**config.mk**
```make
export PLATFORM = sky130hd
export DESIGN_NAME = mpu_cfg_seq
export DESIGN_NICKNAME = d
export VERILOG_FILES = /design/src/rtl/mpu_pkg.sv /design/src/rtl/mpu_cfg_order.sv /design/src/rtl/mpu_cfg_seq.sv
export SDC_FILE = /design/constraint.sdc
export NUM_CORES = 1
export LEC_CHECK = 0
export CELL_PAD_IN_SITES_DETAIL_PLACEMENT = 0
export CELL_PAD_IN_SITES_GLOBAL_PLACEMENT = 1
export CORE_MARGIN = 8
export CORE_UTILIZATION = 45
export DETAILED_ROUTE_END_ITERATION = 7
export DONT_BUFFER_PORTS = 1
export PLACE_DENSITY_LB_ADDON = 0.1
export SETUP_SLACK_MARGIN = 0.15
export SYNTH_ARGS = -nofsm -noshare
export SYNTH_HDL_FRONTEND = slang
export SYNTH_HIERARCHICAL = 1
export SYNTH_SLANG_ARGS = --single-unit
export TNS_END_PERCENT = 10
```
**constraint.sdc**
```tcl
create_clock -name clk -period 5.8 [get_ports clk]
set_clock_uncertainty 0.1 [all_clocks]
set_input_delay 0.58 -clock clk [delete_from_list [all_inputs] [get_ports clk]]
set_output_delay 0.58 -clock clk [all_outputs]
set_load 0.01 [all_outputs]
```
**src/rtl/mpu_pkg.sv**
```systemverilog
// mpu_pkg: shared definitions for the MPU table configuration sequencer.
// Holds the command opcodes, the word offsets of the fields inside one
// table entry, the acl bit positions, the sequencer state encoding and a
// helper that packs the acl bits into their table word.
package mpu_pkg;

  // Command opcodes carried on cmd_op.
  localparam logic [1:0] MPU_OP_WR      = 2'b00;
  localparam logic [1:0] MPU_OP_INV     = 2'b01;
  localparam logic [1:0] MPU_OP_INV_ALL = 2'b10;
  localparam logic [1:0] MPU_OP_RSVD    = 2'b11;

  // Word offset k (1..5) of each field inside an entry.
  localparam logic [2:0] MPU_W_CODE_S = 3'd1;
  localparam logic [2:0] MPU_W_CODE_E = 3'd2;
  localparam logic [2:0] MPU_W_DATA_S = 3'd3;
  localparam logic [2:0] MPU_W_DATA_E = 3'd4;
  localparam logic [2:0] MPU_W_ACL    = 3'd5;

  // Bit positions of the permissions inside the acl word.
  localparam int MPU_ACL_R = 2;
  localparam int MPU_ACL_W = 1;
  localparam int MPU_ACL_X = 0;

  // Sequencer states, kept as plain constants for legacy tooling.
  typedef logic [2:0] mpu_state_t;
  localparam mpu_state_t ST_IDLE  = 3'd0;
  localparam mpu_state_t ST_CHECK = 3'd1;
  localparam mpu_state_t ST_WRITE = 3'd2;
  localparam mpu_state_t ST_NEXT  = 3'd3;
  localparam mpu_state_t ST_DONE  = 3'd4;

  // Packs {r,w,x} into the zero-extended acl table word.
  function automatic logic [31:0] acl_word(input logic [2:0] rwx);
    logic [31:0] w;
    w            = '0;
    w[MPU_ACL_R] = rwx[2];
    w[MPU_ACL_W] = rwx[1];
    w[MPU_ACL_X] = rwx[0];
    return w;
  endfunction

endpackage

```
**src/rtl/mpu_cfg_order.sv**
```systemverilog
// mpu_cfg_order: combinational write-order table.
// Maps (op, step) to the entry word offset written at that step and
// whether the written data is forced to zero.
// Ports:
//   op        in  2  latched command opcode
//   step      in  3  write step 0..4 within the current entry
//   word_off  out 3  word offset k (1..5) for this step
//   zero_data out 1  1 when the step writes 0 (invalidate)
module mpu_cfg_order
  import mpu_pkg::*;
(
  input  logic [1:0] op,
  input  logic [2:0] step,
  output logic [2:0] word_off,
  output logic       zero_data
);

  // Write: acl first, code_end last so the entry only becomes live once
  // everything else is in place. Invalidate: the code range goes first so
  // the entry is dead before its other fields are touched.
  always_comb begin
    word_off  = MPU_W_ACL;
    zero_data = 1'b0;
    if (op == MPU_OP_WR) begin
      case (step)
        3'd0:    word_off = MPU_W_ACL;
        3'd1:    word_off = MPU_W_DATA_S;
        3'd2:    word_off = MPU_W_DATA_E;
        3'd3:    word_off = MPU_W_CODE_S;
        default: word_off = MPU_W_CODE_E;
      endcase
    end else begin
      zero_data = 1'b1;
      case (step)
        3'd0:    word_off = MPU_W_CODE_E;
        3'd1:    word_off = MPU_W_CODE_S;
        3'd2:    word_off = MPU_W_DATA_S;
        3'd3:    word_off = MPU_W_DATA_E;
        default: word_off = MPU_W_ACL;
      endcase
    end
  end

endmodule

```
**src/rtl/mpu_cfg_seq.sv**
```systemverilog
// mpu_cfg_seq: turns one entry-level command into the ordered word writes
// that program the memory-resident MPU table, then pulses resync so the
// MPU reloads its cached copy.
// Optional feature macro: MPU_CFG_CHECK_EN -- when defined, write commands
// whose code or data range has start > end are rejected in CHECK.
// Ports:
//   clk, resetn                 clock, synchronous active-low reset
//   cmd_valid/cmd_ready         command handshake
//   cmd_op, cmd_idx, cmd_acl    opcode, entry index, {r,w,x}
//   cmd_code_start/end,
//   cmd_data_start/end          range bounds written into the entry
//   mem_req/mem_gnt             memory write request / grant
//   mem_addr, mem_wdata,
//   mem_wstrb                   word address, data, byte strobes
//   busy                        high whenever not idle
//   done, err, resync           completion, reject and cache-refill pulses
module mpu_cfg_seq
  import mpu_pkg::*;
#(
  parameter int MPU_START_ADDR = 768,
  parameter int MPU_ITEM_NUM   = 16,
  parameter int MPU_ITEM_LEN   = 5,  // fixed at 5, other values unsupported
  parameter int IDX_W          = 4
) (
  input  logic             clk,
  input  logic             resetn,
  input  logic             cmd_valid,
  output logic             cmd_ready,
  input  logic [1:0]       cmd_op,
  input  logic [IDX_W-1:0] cmd_idx,
  input  logic [2:0]       cmd_acl,
  input  logic [31:0]      cmd_code_start,
  input  logic [31:0]      cmd_code_end,
  input  logic [31:0]      cmd_data_start,
  input  logic [31:0]      cmd_data_end,
  output logic             mem_req,
  input  logic             mem_gnt,
  output logic [21:0]      mem_addr,
  output logic [31:0]      mem_wdata,
  output logic [3:0]       mem_wstrb,
  output logic             busy,
  output logic             done,
  output logic             err,
  output logic             resync
);

  localparam logic [21:0]    BASE     = 22'(MPU_START_ADDR);
  localparam logic [IDX_W:0] NUM_EXT  = (IDX_W+1)'(MPU_ITEM_NUM);
  localparam logic [IDX_W-1:0] LAST_IDX = IDX_W'(MPU_ITEM_NUM - 1);

  mpu_state_t       state;
  logic [1:0]       op_q;
  logic [IDX_W-1:0] idx_q;
  logic [2:0]       acl_q;
  logic [31:0]      cs_q, ce_q, ds_q, de_q;
  logic [2:0]       step;
  logic             reject;

  logic [2:0]       word_off;
  logic             zero_data;
  logic [31:0]      word_data;
  logic             bad;

  mpu_cfg_order u_order (
    .op        (op_q),
    .step      (step),
    .word_off  (word_off),
    .zero_data (zero_data)
  );

  // The index is widened by one bit so the range test stays meaningful
  // even when the table fills the whole index space.
  always_comb begin
    bad = 1'b0;
    if (op_q == MPU_OP_RSVD)
      bad = 1'b1;
    else if ((op_q == MPU_OP_WR || op_q == MPU_OP_INV) && ({1'b0, idx_q} >= NUM_EXT))
      bad = 1'b1;
`ifdef MPU_CFG_CHECK_EN
    if (op_q == MPU_OP_WR && (cs_q > ce_q || ds_q > de_q))
      bad = 1'b1;
`else
`endif
  end

  always_comb begin
    word_data = '0;
    case (word_off)
      MPU_W_CODE_S: word_data = cs_q;
      MPU_W_CODE_E: word_data = ce_q;
      MPU_W_DATA_S: word_data = ds_q;
      MPU_W_DATA_E: word_data = de_q;
      MPU_W_ACL:    word_data = acl_word(acl_q);
      default:      word_data = '0;
    endcase
  end

  // Invalidate-all reuses the single-entry path: the index starts at 0
  // and NEXT steps it until the last entry has been cleared.
  always_ff @(posedge clk) begin
    if (!resetn) begin
      state  <= ST_IDLE;
      op_q   <= MPU_OP_WR;
      idx_q  <= '0;
      acl_q  <= '0;
      cs_q   <= '0;
      ce_q   <= '0;
      ds_q   <= '0;
      de_q   <= '0;
      step   <= '0;
      reject <= 1'b0;
    end else begin
      case (state)
        ST_IDLE: begin
          if (cmd_valid) begin
            op_q  <= cmd_op;
            idx_q <= (cmd_op == MPU_OP_INV_ALL) ? '0 : cmd_idx;
            acl_q <= cmd_acl;
            cs_q  <= cmd_code_start;
            ce_q  <= cmd_code_end;
            ds_q  <= cmd_data_start;
            de_q  <= cmd_data_end;
            step  <= '0;
            state <= ST_CHECK;
          end
        end
        ST_CHECK: begin
          reject <= bad;
          state  <= bad ? ST_DONE : ST_WRITE;
        end
        ST_WRITE: begin
          if (mem_gnt) begin
            if (step == 3'd4) begin
              step <= '0;
              if (op_q == MPU_OP_INV_ALL && idx_q != LAST_IDX)
                state <= ST_NEXT;
              else
                state <= ST_DONE;
            end else begin
              step <= step + 3'd1;
            end
          end
        end
        ST_NEXT: begin
          idx_q <= idx_q + IDX_W'(1);
          step  <= '0;
          state <= ST_WRITE;
        end
        ST_DONE: state <= ST_IDLE;
        default: state <= ST_IDLE;
      endcase
    end
  end

  assign cmd_ready = (state == ST_IDLE);
  assign busy      = (state != ST_IDLE);
  assign mem_req   = (state == ST_WRITE);
  assign mem_wstrb = mem_req ? 4'b1111 : 4'b0000;
  assign mem_addr  = mem_req ? BASE + 22'(idx_q) * 22'(MPU_ITEM_LEN) + 22'(word_off) : BASE;
  assign mem_wdata = (mem_req && !zero_data) ? word_data : '0;
  assign done      = (state == ST_DONE);
  assign err       = done && reject;
  assign resync    = done && !reject;

endmodule

```
==> results.sh <==
export IMPL_yosysSeqAreaShare_pct=38.98
export IMPL_overflow=0
export IMPL_detail_route_antenna_nets=0
export IMPL_layout_setup_ws_ns=1.596
export IMPL_clkPwrFrac_pct=32.4
export IMPL_worstMarginPinSlew_ns=1.001
export IMPL_p_leak_nw=2.858
export IMPL_postSynthCellCount=894
export IMPL_rr_worst_depth=6
export IMPL_fin_crit_sh_pct=72.48
export IMPL_dp_cells=1046
export IMPL_core_area_mm2=0.01635
export IMPL_rows=47
export IMPL_syn_avg_cell_area_um2=8.273
export IMPL_tritoncts="done"
export IMPL_endpoint_kind="output port"
export IMPL_grt_pass1_wl_mm=30.84
export IMPL_die_w_um=144.2
export IMPL_yosysTopAreaCellShare_pct=38.98
export IMPL_clock_latency_ns=0.42
export IMPL_holdPathStages=2
export IMPL_synthTopCellsByArea="dfxtp_1 39%, nand2_1 14%, a21boi_0 7.6%"
export IMPL_async_flop_share_pct=0
export IMPL_slew_viol_final=0
export IMPL_crit_fanout=38
export IMPL_nFillCells=1709
export IMPL_io_buffers=0
export IMPL_post_synth_top_area_cell="dfxtp_1"
export IMPL_synth_flop_cell="dfxtp_1"
export IMPL_intPower_mw=2.056
export IMPL_timing_rr_start="state[1]"
export IMPL_required_ns=5.12
export IMPL_cts_max_level=4
export IMPL_rsz0062_at_grt="false"
export IMPL_synth_edf_count=0
export IMPL_setup_violations=0
export IMPL_clock_path_buffers=2
export IMPL_synth_cell_types=50
export IMPL_slew_headroom_pct=33.13
export IMPL_netlist_area_mm2=0.007396
export IMPL_post_cts_resized=0
export IMPL_synth_seq_cells=144
export IMPL_pwr_share_seq_pct=39.3
export IMPL_pin_count=205
export IMPL_wl_mm=20.08
export IMPL_drive_gt1_share_pct=12.82
export IMPL_dp_slack_ns=2.045
export IMPL_p_switching_mw=1.107
export IMPL_status="finished, final reports clean"
export IMPL_path_clk_slew_ns=0.06
export IMPL_p_comb_share_pct=28.3
export IMPL_worstReg2RegEnd="cs_q[18]"
export IMPL_yosysWarningCount=6
export IMPL_area_delta_synth_final_pct=6.598
export IMPL_first_global_vias=5709
export IMPL_cts_setup_buffers=0
export IMPL_reg2reg_slack_ns=3.03
export IMPL_wl_per_cell_um=18.62
export IMPL_via_count=5760
export IMPL_min_to="de_q[29]"
export IMPL_synth_most_common_cell="nand2_1"
export IMPL_cap_violations=0
export IMPL_hold_buffers=0
export IMPL_finalCriticalPeriod_ns=4.204
export IMPL_die_h_um=144.2
export IMPL_synth_commonest_cells="277 x nand2_1, 144 x dfxtp_1, 75 x a21boi_0"
export IMPL_cp_arrival_ns=3.52
export IMPL_antenna_found_initial=0
export IMPL_tns_ns=0
export IMPL_hold_viol=0
export IMPL_numCtsBuffers=17
export IMPL_antenna_cells=0
export IMPL_nets=1002
export IMPL_avgViaCountPerCell=5.343
export IMPL_gp_congestion=0.7774
export IMPL_grt_max_degree=146
export IMPL_die_area_mm2=0.02079
export IMPL_cts_sinks=144
export IMPL_fmax_ghz=0.2379
export IMPL_grt_use_total_pct=19.08
export IMPL_min_delay_start="cmd_data_end[29]"
export IMPL_drt_iter0_drc=313
export IMPL_setup_worst_path_class="reg2out"
export IMPL_hold_class="in2reg"
export IMPL_finalNonFillerCells=1078
export IMPL_dr_pass1_iters=4
export IMPL_start_util_pct=45.24
export IMPL_switching_share_pct=35.00
export IMPL_powerDensity_mw_per_mm2=401.1
export IMPL_cts_root_buf="clkbuf_16"
export IMPL_drc=0
export IMPL_vdd_drop_max_mv=0.2183
export IMPL_worst_setup_path_start_kind="flip-flop"
export IMPL_dp_hpwl_mm=13.70
==> worst max-delay path by stage <==
stage                        from          end  slack (ns)  cells past startpoint
after floorplan           op_q[1]  mem_addr[5]        2.85                     10
after global placement    op_q[1]  mem_addr[5]        2.15                     10
after detailed placement  op_q[1]  mem_addr[5]        2.05                     10
after CTS                 op_q[1]  mem_addr[5]        1.59                     10
after global routing      op_q[1]  mem_addr[5]        1.28                     10
final                     op_q[1]  mem_addr[5]        1.60                     10
==> stage by stage <==
stage	power [mW]	util, %	area (um2)	hold slack (ns)
finish	3.162	48.22	7884	0.1893
global route	3.373	48.22	7884	0.1748
CTS	3.201	48.22	7884	0.1699
detailed placement	2.168	44.85	7332	0.3412
global placement	2.142	44.85	7332	0.3385
floorplan	1.988	-	7445	0.3316
==> cells in the final DEF, fill, tap and decap left out, types with 5 or more instances in the layout <==
cell type | Yosys | routed
nand2_1 | 277 | 277
dfxtp_1 | 144 | 144
a21boi_0 | 75 | 75
a21boi_1 | 62 | 62
mux2_2 | 32 | 32
a21oi_2 | 31 | 31
nand3b_1 | 30 | 30
a22oi_1 | 30 | 30
clkbuf_16 | 0 | 17
ha_1 | 15 | 15
conb_1 | 2 | 15
nor2_1 | 11 | 11
inv_1 | 9 | 9
a21oi_1 | 10 | 9
buf_4 | 26 | 8
nor3_1 | 6 | 6
o21ai_0 | 6 | 6
nor2b_1 | 8 | 6
nand3_1 | 6 | 6
clkinv_2 | 0 | 5
==> worst max-delay path, stage by stage, from the launching register on <==
cell and delay [ns]:
dfxtp_1 0.34, nor2_2 0.35, a211oi_1 0.15, a21oi_4 0.79, ha_1 0.31, inv_1 0.07, fa_1 0.43, nor2b_1 0.16
o21a_1 0.15, nor3_1 0.05, nor3_1 0.31
==> flip-flops by register name, summed over array words and instances, names as in the netlist <==
register / count
ce_q: 32
op_q: 2
acl_q: 3
state: 3
reject: 1
ds_q: 32
step: 3
idx_q: 4
de_q: 32
cs_q: 32
==> routing by layer <==
layer	GRT usage [%]	wire (um)	vias up
met3	6.405	1572	10
met2	30.74	9481	154
met5	0	0	-
met1	23.81	8885	2708
li1	-	-	2888
met4	5.367	134	0
==> layout make-up <==
cell class	count	area (um2)	share of cell area [%]
flip-flops and latches	144	2883	36.57
clock inverters	10	87.58	1.111
repair buffers	8	60.06	0.7618
clock buffers	22	464.2	5.888
inverters	10	42.54	0.5396
well taps	220	275.3	3.492
multi-input cells	664	4071	51.64
==> cells by family (layout without fill, tap and decap cells) <==
| kind of cell | after synthesis | count (layout) | synth area share, % |
|---|---|---|---|
| AND/OR/NAND/NOR | 361 | 361 | 21.42 |
| AO/OA/AOI/OAI | 234 | 234 | 23.77 |
| flip-flops | 144 | 144 | 38.98 |
| buffers and inverters | 99 | 50 | 7.258 |
| multiplexers | 37 | 37 | 5.549 |
| adder cells (fa/ha/maj) | 16 | 16 | 2.808 |
| other | 2 | 15 | 0.1015 |
| XOR/XNOR | 1 | 1 | 0.1184 |
==> power by group through the flow <==
| stage | logic [mW] | registers (mW) | clock network [mW] |
|---|---|---|---|
| 4_1_cts | 0.907 | 1.24 | 1.05 |
| 5_1_grt | 1.01 | 1.27 | 1.10 |
| 3_5_place_dp | 0.905 | 1.26 | 0 |
| 3_3_place_gp | 0.885 | 1.26 | 0 |
| 2_1_floorplan | 0.762 | 1.23 | 0 |
| 6_report | 0.894 | 1.24 | 1.03 |
Power figures use the tool's default switching activity.
